<file path="src/rtl/tea_engine_iter.sv">
// TEA block cipher engine: one 64-bit block per transaction, encrypt or decrypt,
// iterating ROUNDS Feistel cycles with UNROLL chained rounds per clock.
module tea_engine_iter #(
  parameter int unsigned ROUNDS = 32,
  parameter int unsigned UNROLL = 1,
  parameter logic [31:0] DELTA  = 32'h9E3779B9
) (
  input  logic         clk,
  input  logic         rst,
  input  logic         in_valid,
  output logic         in_ready,
  input  logic         in_mode,
  input  logic [127:0] in_key,
  input  logic [63:0]  in_block,
  output logic         out_valid,
  input  logic         out_ready,
  output logic [63:0]  out_block,
  output logic         busy
);

  localparam int unsigned N       = ROUNDS / UNROLL;
  localparam int unsigned CNT_W   = $clog2(N + 1);
  localparam logic [31:0] SUM_DEC = 32'(DELTA * ROUNDS);

  // Reject configurations where the unrolled datapath cannot cover ROUNDS exactly
  if (ROUNDS < 1 || UNROLL < 1 || (ROUNDS % UNROLL) != 0) begin : g_bad_cfg
    $error("tea_engine_iter: ROUNDS must be >= 1 and a multiple of UNROLL");
  end

  typedef enum logic [1:0] {
    S_IDLE = 2'd0,
    S_RUN  = 2'd1,
    S_DONE = 2'd2
  } state_e;

  state_e             state_q, state_d;
  logic [31:0]        v0_q, v0_d;
  logic [31:0]        v1_q, v1_d;
  logic [31:0]        sum_q, sum_d;
  logic [127:0]       key_q, key_d;
  logic               mode_q, mode_d;
  logic [CNT_W-1:0]   cnt_q, cnt_d;
  logic [63:0]        out_block_q, out_block_d;

  logic [31:0]        v0_n, v1_n, sum_n;
  logic               accept;
  logic               last;

  // TEA mixing function on one 32-bit half
  function automatic logic [31:0] tea_f(input logic [31:0] x, input logic [31:0] kl,
                                        input logic [31:0] kr, input logic [31:0] s);
    return ((x << 4) + kl) ^ (x + s) ^ ((x >> 5) + kr);
  endfunction

  assign accept = in_valid & in_ready;
  assign last   = (state_q == S_RUN) && (cnt_q == CNT_W'(N - 1));

  // State register
  always_ff @(posedge clk) begin
    if (rst) state_q <= S_IDLE;
    else     state_q <= state_d;
  end

  // Next-state logic
  always_comb begin
    state_d = state_q;
    case (state_q)
      S_IDLE:  if (in_valid) state_d = S_RUN;
      S_RUN:   if (last) state_d = S_DONE;
      S_DONE:  if (out_ready) state_d = in_valid ? S_RUN : S_IDLE;
      default: state_d = S_IDLE;
    endcase
  end

  // Handshake and status outputs decoded from the state register
  always_comb begin
    in_ready  = 1'b0;
    busy      = 1'b0;
    out_valid = 1'b0;
    case (state_q)
      S_IDLE:  in_ready = ~rst;
      S_RUN:   busy = 1'b1;
      S_DONE: begin
        out_valid = 1'b1;
        in_ready  = ~rst & out_ready;
      end
      default: ;
    endcase
  end

  // UNROLL chained rounds on the latched block, key and mode
  always_comb begin
    v0_n  = v0_q;
    v1_n  = v1_q;
    sum_n = sum_q;
    for (int i = 0; i < int'(UNROLL); i++) begin
      if (!mode_q) begin
        sum_n = sum_n + DELTA;
        v0_n  = v0_n + tea_f(v1_n, key_q[31:0], key_q[63:32], sum_n);
        v1_n  = v1_n + tea_f(v0_n, key_q[95:64], key_q[127:96], sum_n);
      end else begin
        v1_n  = v1_n - tea_f(v0_n, key_q[95:64], key_q[127:96], sum_n);
        v0_n  = v0_n - tea_f(v1_n, key_q[31:0], key_q[63:32], sum_n);
        sum_n = sum_n - DELTA;
      end
    end
  end

  // Datapath next state: load on accept, iterate in RUN, capture result on the last round
  always_comb begin
    v0_d        = v0_q;
    v1_d        = v1_q;
    sum_d       = sum_q;
    key_d       = key_q;
    mode_d      = mode_q;
    cnt_d       = cnt_q;
    out_block_d = out_block_q;
    if (accept) begin
      v0_d   = in_block[31:0];
      v1_d   = in_block[63:32];
      key_d  = in_key;
      mode_d = in_mode;
      sum_d  = in_mode ? SUM_DEC : 32'd0;
      cnt_d  = '0;
    end else if (state_q == S_RUN) begin
      v0_d  = v0_n;
      v1_d  = v1_n;
      sum_d = sum_n;
      cnt_d = cnt_q + CNT_W'(1);
      if (last) out_block_d = {v1_n, v0_n};
    end
  end

  // Datapath registers
  always_ff @(posedge clk) begin
    if (rst) begin
      v0_q        <= '0;
      v1_q        <= '0;
      sum_q       <= '0;
      key_q       <= '0;
      mode_q      <= 1'b0;
      cnt_q       <= '0;
      out_block_q <= '0;
    end else begin
      v0_q        <= v0_d;
      v1_q        <= v1_d;
      sum_q       <= sum_d;
      key_q       <= key_d;
      mode_q      <= mode_d;
      cnt_q       <= cnt_d;
      out_block_q <= out_block_d;
    end
  end

  assign out_block = out_block_q;

endmodule

</file>
<file path="config.mk">
export PLATFORM = sky130hd
export DESIGN_NAME = tea_engine_iter
export DESIGN_NICKNAME = d
export VERILOG_FILES = /design/src/rtl/tea_engine_iter.sv
export SDC_FILE = /design/constraint.sdc
export NUM_CORES = 2
export LEC_CHECK = 0
export ABC_AREA = 1
export CELL_PAD_IN_SITES_DETAIL_PLACEMENT = 1
export CELL_PAD_IN_SITES_GLOBAL_PLACEMENT = 2
export CORE_ASPECT_RATIO = 1.4
export CORE_MARGIN = 8
export CORE_UTILIZATION = 31
export DETAILED_ROUTE_END_ITERATION = 6
export PLACE_DENSITY = 0.83
export REMOVE_ABC_BUFFERS = 1
export SLEW_MARGIN = 25
export SYNTH_ARGS = -nofsm -noshare
export SYNTH_HDL_FRONTEND = slang
export SYNTH_SLANG_ARGS = --single-unit
</file>
<file path="constraint.sdc">
create_clock -name clk -period 7.3 [get_ports clk]
set_input_delay 2.19 -clock clk [delete_from_list [all_inputs] [get_ports clk]]
set_output_delay 2.19 -clock clk [all_outputs]
set_load 0.01 [all_outputs]
</file>
== Word-level counts from Yosys, hierarchy flattened ==
Index checks and enable logic that the tools add are counted.
Cells by class
  add/sub/neg operators: 19
  equal/unequal tests: 6
  mux-type cells: 18
  bitwise operators: 12
  reduce and logical (&&, ||, !) cells: 6
Operator list (number)
  32-bit adder: 10
  32-bit two-way mux: 10
  32-bit bitwise XOR: 8
  27-bit by 32-bit adder with 32-bit output: 4
  32-bit subtractor: 2
  32-bit adder (second input constant): 1
  32-bit subtractor (second input constant): 1
  6-bit by 1-bit adder with 6-bit output (second input constant): 1
  6-bit by 5-bit equality test with 1-bit output (second input constant): 1
  2-bit two-way mux: 3
  2-bit inequality test (second input constant): 3
  2-bit one-hot mux with 3 select lines: 1
  3-bit AND reduction: 2
  1-bit two-way mux: 3
  1-bit AND: 2
  2-bit by 1-bit equality test with 1-bit output (second input constant): 1
  2-bit equality test (second input constant): 1
  2-bit logical NOT: 1
  1-bit inverter: 2
  1-bit one-hot mux with 2 select lines: 1
  2-bit nonzero test: 1
  2-bit OR reduction: 1
  1-bit logical AND: 1
Storage, ports and cells
  flip-flop bits (word level): 297
  bits of input ports: 197
  output and inout bits: 67
  logic and storage cells: 69

== Longest topological paths before layout ==
  word-level depth: 12
  mapped depth: 62
  mapped depth without buffers: 62

== Worst setup path after synthesis ==
OpenSTA, ideal clock, no wires.
  kind: reg-to-reg
  start: register sum_q[1]
  end: register v1_q[28]
  arrival time: 7.891 ns
  data required time: 7.226 ns
  path slack: -0.665 ns
  stages on the path, launching flop included: 55
  buffers on the path: 0
  path through: dfxtp_1 > ha_1 > nand2_1 > nand2_1 > nand2_1 > nand2_1 > nand2_2 > nor2_2 > nor2_1 > nand2_1 > nor2_1 > nand2_1 > nand2_1 > ha_1 > nand2_1 > nor2_1 > and2_1 > nand2_1 > (+19 left out) > a21oi_1 > o21ai_0 > a221oi_1 > nand2_1 > or2_2 > nand2_1 > xnor3_1 > ha_1 > nand2_1 > nor2_1 > inv_1 > nor3_1 > a2111oi_0 > nand3_1 > nand2_1 > o22ai_1 > or2_2 > a31oi_1
Between the ends
  word-level cells in the longest chain between the ends: 12
  elaborated cells between the ends (all ways): 18
  classes of those cells: 9 x add/sub; 3 x mux; 6 x bitwise
RTL lines
  from (decl): line 39  | logic [31:0] sum_q, sum_d;
  from (signal assigned): line 147  | sum_q <= sum_d;
  32-bit adder: line 98  | sum_n = sum_n + DELTA;
  32-bit adder: line 52  | return ((x << 4) + kl) ^ (x + s) ^ ((x >> 5) + kr);
  32-bit bitwise XOR (2 in a row): line 52
  32-bit adder: line 99  | v0_n = v0_n + tea_f(v1_n, key_q[31:0], key_q[63:32], sum_n);
  32-bit adder: line 52
  32-bit bitwise XOR (2 in a row): line 52
  32-bit adder: line 100  | v1_n = v1_n + tea_f(v0_n, key_q[95:64], key_q[127:96], sum_n);
  32-bit two-way mux *: line 97  | if (!mode_q) begin
  32-bit two-way mux *: line 125  | end else if (state_q == S_RUN) begin
  32-bit two-way mux *: line 118  | if (accept) begin
  to (signal assigned): line 146  | v1_q <= v1_d;
  to (decl): line 38  | logic [31:0] v1_q, v1_d;
Mark *: on every way between the ends. The rest lies on a longest branch, timed or not. The select of a mux whose other input is x is not followed.
A chain may end at the register's enable or synchronous reset.

== Final worst setup path ==
  start: register sum_q[3]
  end: register v0_q[31]
Between the ends
  word-level cells in the longest chain between the ends: 11
  elaborated cells between the ends (all ways): 18
  classes of those cells: 9 x add/sub; 3 x mux; 6 x bitwise
RTL lines
  32-bit adder: line 52
  32-bit bitwise XOR (2 in a row): line 52
  32-bit subtractor: line 102  | v1_n = v1_n - tea_f(v0_n, key_q[95:64], key_q[127:96], sum_n);
  32-bit adder: line 52
  32-bit bitwise XOR (2 in a row): line 52
  32-bit subtractor: line 103  | v0_n = v0_n - tea_f(v1_n, key_q[31:0], key_q[63:32], sum_n);
  32-bit two-way mux *: line 97
  32-bit two-way mux *: line 125
  32-bit two-way mux *: line 118
  to (signal assigned): line 145  | v0_q <= v0_d;
  to (decl): line 37  | logic [31:0] v0_q, v0_d;
Marks and branches as above.

==> impl_metrics.yaml <==
critical_path:
  required_ns: 7.86
  cp_top_family: "compound AO/OA/AOI/OAI gates"
  path_buf_inv: 11
  max_stage_delay_ns: 0.42
  rr_endpoint: "v0_q[31]"
  end_kind: "flip-flop"
  path_class: "flip-flop to flip-flop"
  cp.depth: 50
  arrival_ns: 9.86
  regToRegStartpoint: "sum_q[3]"
  crit_fanout: 4
  endpoint: "v0_q[31]"
  path_common_cell: "nand2_1"
  reg2reg_depth: 50
  ff2ff_setup_slack_ns: -2.00
  slowest_stage: "nor2_4"
  critPathLaunch: "sum_q[3]"
  cp-start-kind: "flip-flop"
die:
  fp.dieH_um: 432.7
  die_x_um: 313.7
  ioPinCount: 264
  initial_core_util_pct: 31.10
  core_um2: 123700
  die_area_um2: 135700
  placementRows: 153
synth:
  ys.flop_type: "dfxtp_1"
  seq_area_frac_synth_pct: 15.46
  ys_warn_count: 0
  synth-edff-count: 0
  synth.avg_cell_area_um2: 6.814
  synth_area_um2: 38460
  synth-seq-cells: 297
  yosysTopAreaCell: "ha_1"
  synth_top_area_share_pct: 15.75
  yosysUniqueCellTypes: 75
  syn-instance-count: 5644
  synth_area_leaders: "ha_1 16%, dfxtp_1 15%, nand2_1 12%"
  async_flop_share_pct: 0
detailed_routing:
  dr.pass1.iters: 5
  routed_wl_mm: 287.8
  routedWlPerCell_um: 29.27
  drc: 0
  num_vias: 55620
  vias_per_cell: 5.657
  drt_iter0_markers: 3812
  ant_nets: 0
clocking:
  cts_sinks: 297
  cts_tree: "yes"
  clkTransAtPathRegs_ns: 0.07
  cts_hold_buf: 0
  clk_latency_ns: 0.68
  root_buffer: "clkbuf_16"
  cts_buffer_depth: 3
  ctsHtreeMaxLevel: 2
  cts_inserted_buffers: 40
place:
  post_dp_cell_area_um2: 58080
  routabilityCongestion: 1.008
  dp_hpwl_mm: 195.0
  io_buffers: 263
global_routing:
  antenna_found_initial: 16
  grt_pass1_wl_mm: 370.9
  grt_usage_pct: 36.23
  grt_max_degree: 97
  grt_pass1_vias: 57600
  grt_overflow: 0
timing:
  hold_ws_ns: 0.4704
  slew_headroom_pct: 22.48
  hold_viol_final: 0
  finClkSkew_ns: 0.03746
  final.setup.worst_slack_ns: -1.998
  setup_viol: 90
  worst_slew_pin_slew_ns: 1.160
  rsz0062_at_grt: "yes"
  maxClockFrequency_ghz: 0.1075
  min_period_ns: 9.298
  period_share_pct: 127.4
  maxSlewViolCount: 0
final_layout:
  final_util_pct: 57.22
  final_common_cell: "buf_4"
  drive_above_1_share_pct: 45.98
  area_growth_pct: 84.02
  final_cell_mix: "2172 x buf_4, 1021 x nand2_1, 538 x inv_1, 361 x xor2_1, 353 x a21oi_1"
  fin_area_um2: 70770
  num-nets-final: 8858
  n_fill_cell: 14860
run_status:
  status: "finished, violations left"
  violations: "setup timing"
flow_run:
  cap_viol_max_count: 0
worst_hold_path:
  hp-class: "flip-flop to flip-flop"
[cell usage after synthesis (all sizes together), types with 9 or more instances]
master and number:
a211oi 12, a21boi 39, a21o 40, a21oi 580, a22o 126, a31oi 121
buf 40, clkbuf 86, dfxtp 297, fa 16, ha 484, inv 625
nand2 1264, nand3 214, nand3b 12, nand4 28, nor2 332, nor3 66
nor4 14, o211ai 44, o21a 29, o21ai 339, o21bai 68, o221ai 17
o31ai 9, or2 34, xnor2 209, xor2 455
[routing by layer]
metal / vias up / global-route usage [%] / share of wire [%]
met2: 2832 / 61.42 / 46
li1: 24130 / - / -
met3: 1510 / 5.016 / 6.5
met4: 6 / 36.52 / 13
met5: - / 0 / 0.013
met1: 27150 / 37.60 / 35
[kinds of logic (layout without fill, tap and decap cells)]
group | Yosys count | count (layout) | synth area share [%]
simple gates | 1971 | 1971 | 21.48
fa+ha+maj | 500 | 500 | 16.58
flops | 297 | 297 | 15.46
other cells | 0 | 13 | 0
compound gates | 1456 | 1456 | 23.63
buf+inv | 752 | 3299 | 7.487
xor+xnor | 668 | 668 | 15.36
[registers in the layout, indices dropped and copies added, names as in the netlist]
signal and count:
v1_q 32, v0_q 32, state_q 2, out_block 64, sum_q 32, mode_q 1, key_q 128, cnt_q 6
[worst min-delay path: stages, from the launching register on]
cell     delay (ns)
dfxtp_1        0.31
nand2_1        0.06
a21oi_1        0.05
[repair_timing]
| action | CTS | global route |
|---|---|---|
| setup endpoints to repair | 94 | 90 |
| pin swaps | 366 | 323 |
| buffers inserted | 228 | 101 |
| gates cloned | 0 | 0 |
| resized for setup | 1146 | 587 |
[final cells by class]
| cell class | count | area [um2] | area share [%] |
|---|---|---|---|
| multi-input cells | 4595 | 37830 | 53.46 |
| repair buffers | 2601 | 21070 | 29.77 |
| flip-flops and latches | 297 | 5992 | 8.467 |
| inverters | 626 | 2380 | 3.363 |
| well taps | 1627 | 2036 | 2.877 |
| clock buffers | 47 | 1120 | 1.582 |
| clock inverters | 25 | 309.0 | 0.4367 |
| diodes | 13 | 32.53 | 0.04597 |
[worst min path at each step]
stage                        from  cells after the start  slack, ns       endpoint
floorplan                cnt_q[1]                      2       0.46       cnt_q[1]
global placement    out_block[33]                      2       0.45  out_block[33]
detailed placement   out_block[1]                      2       0.46   out_block[1]
CTS                 out_block[33]                      2       0.47  out_block[33]
global route        out_block[33]                      2       0.50  out_block[33]
finish              out_block[33]                      2       0.47  out_block[33]
[metrics by stage]
step / cells / worst slack, ns / TNS (ns)
6_report: 9831 / -1.998 / -87.70
5_1_grt: 9819 / -2.303 / -109.68
4_1_cts: 9723 / -0.9371 / -27.90
3_5_place_dp: 9432 / -1.878 / -100.96
3_3_place_gp: 9431 / -1.710 / -83.53
2_1_floorplan: 5518 / -0.7985 / -37.60
Power is not shown: default switching activity piles up to over one toggle a cycle in this logic, so the estimate is an artifact.
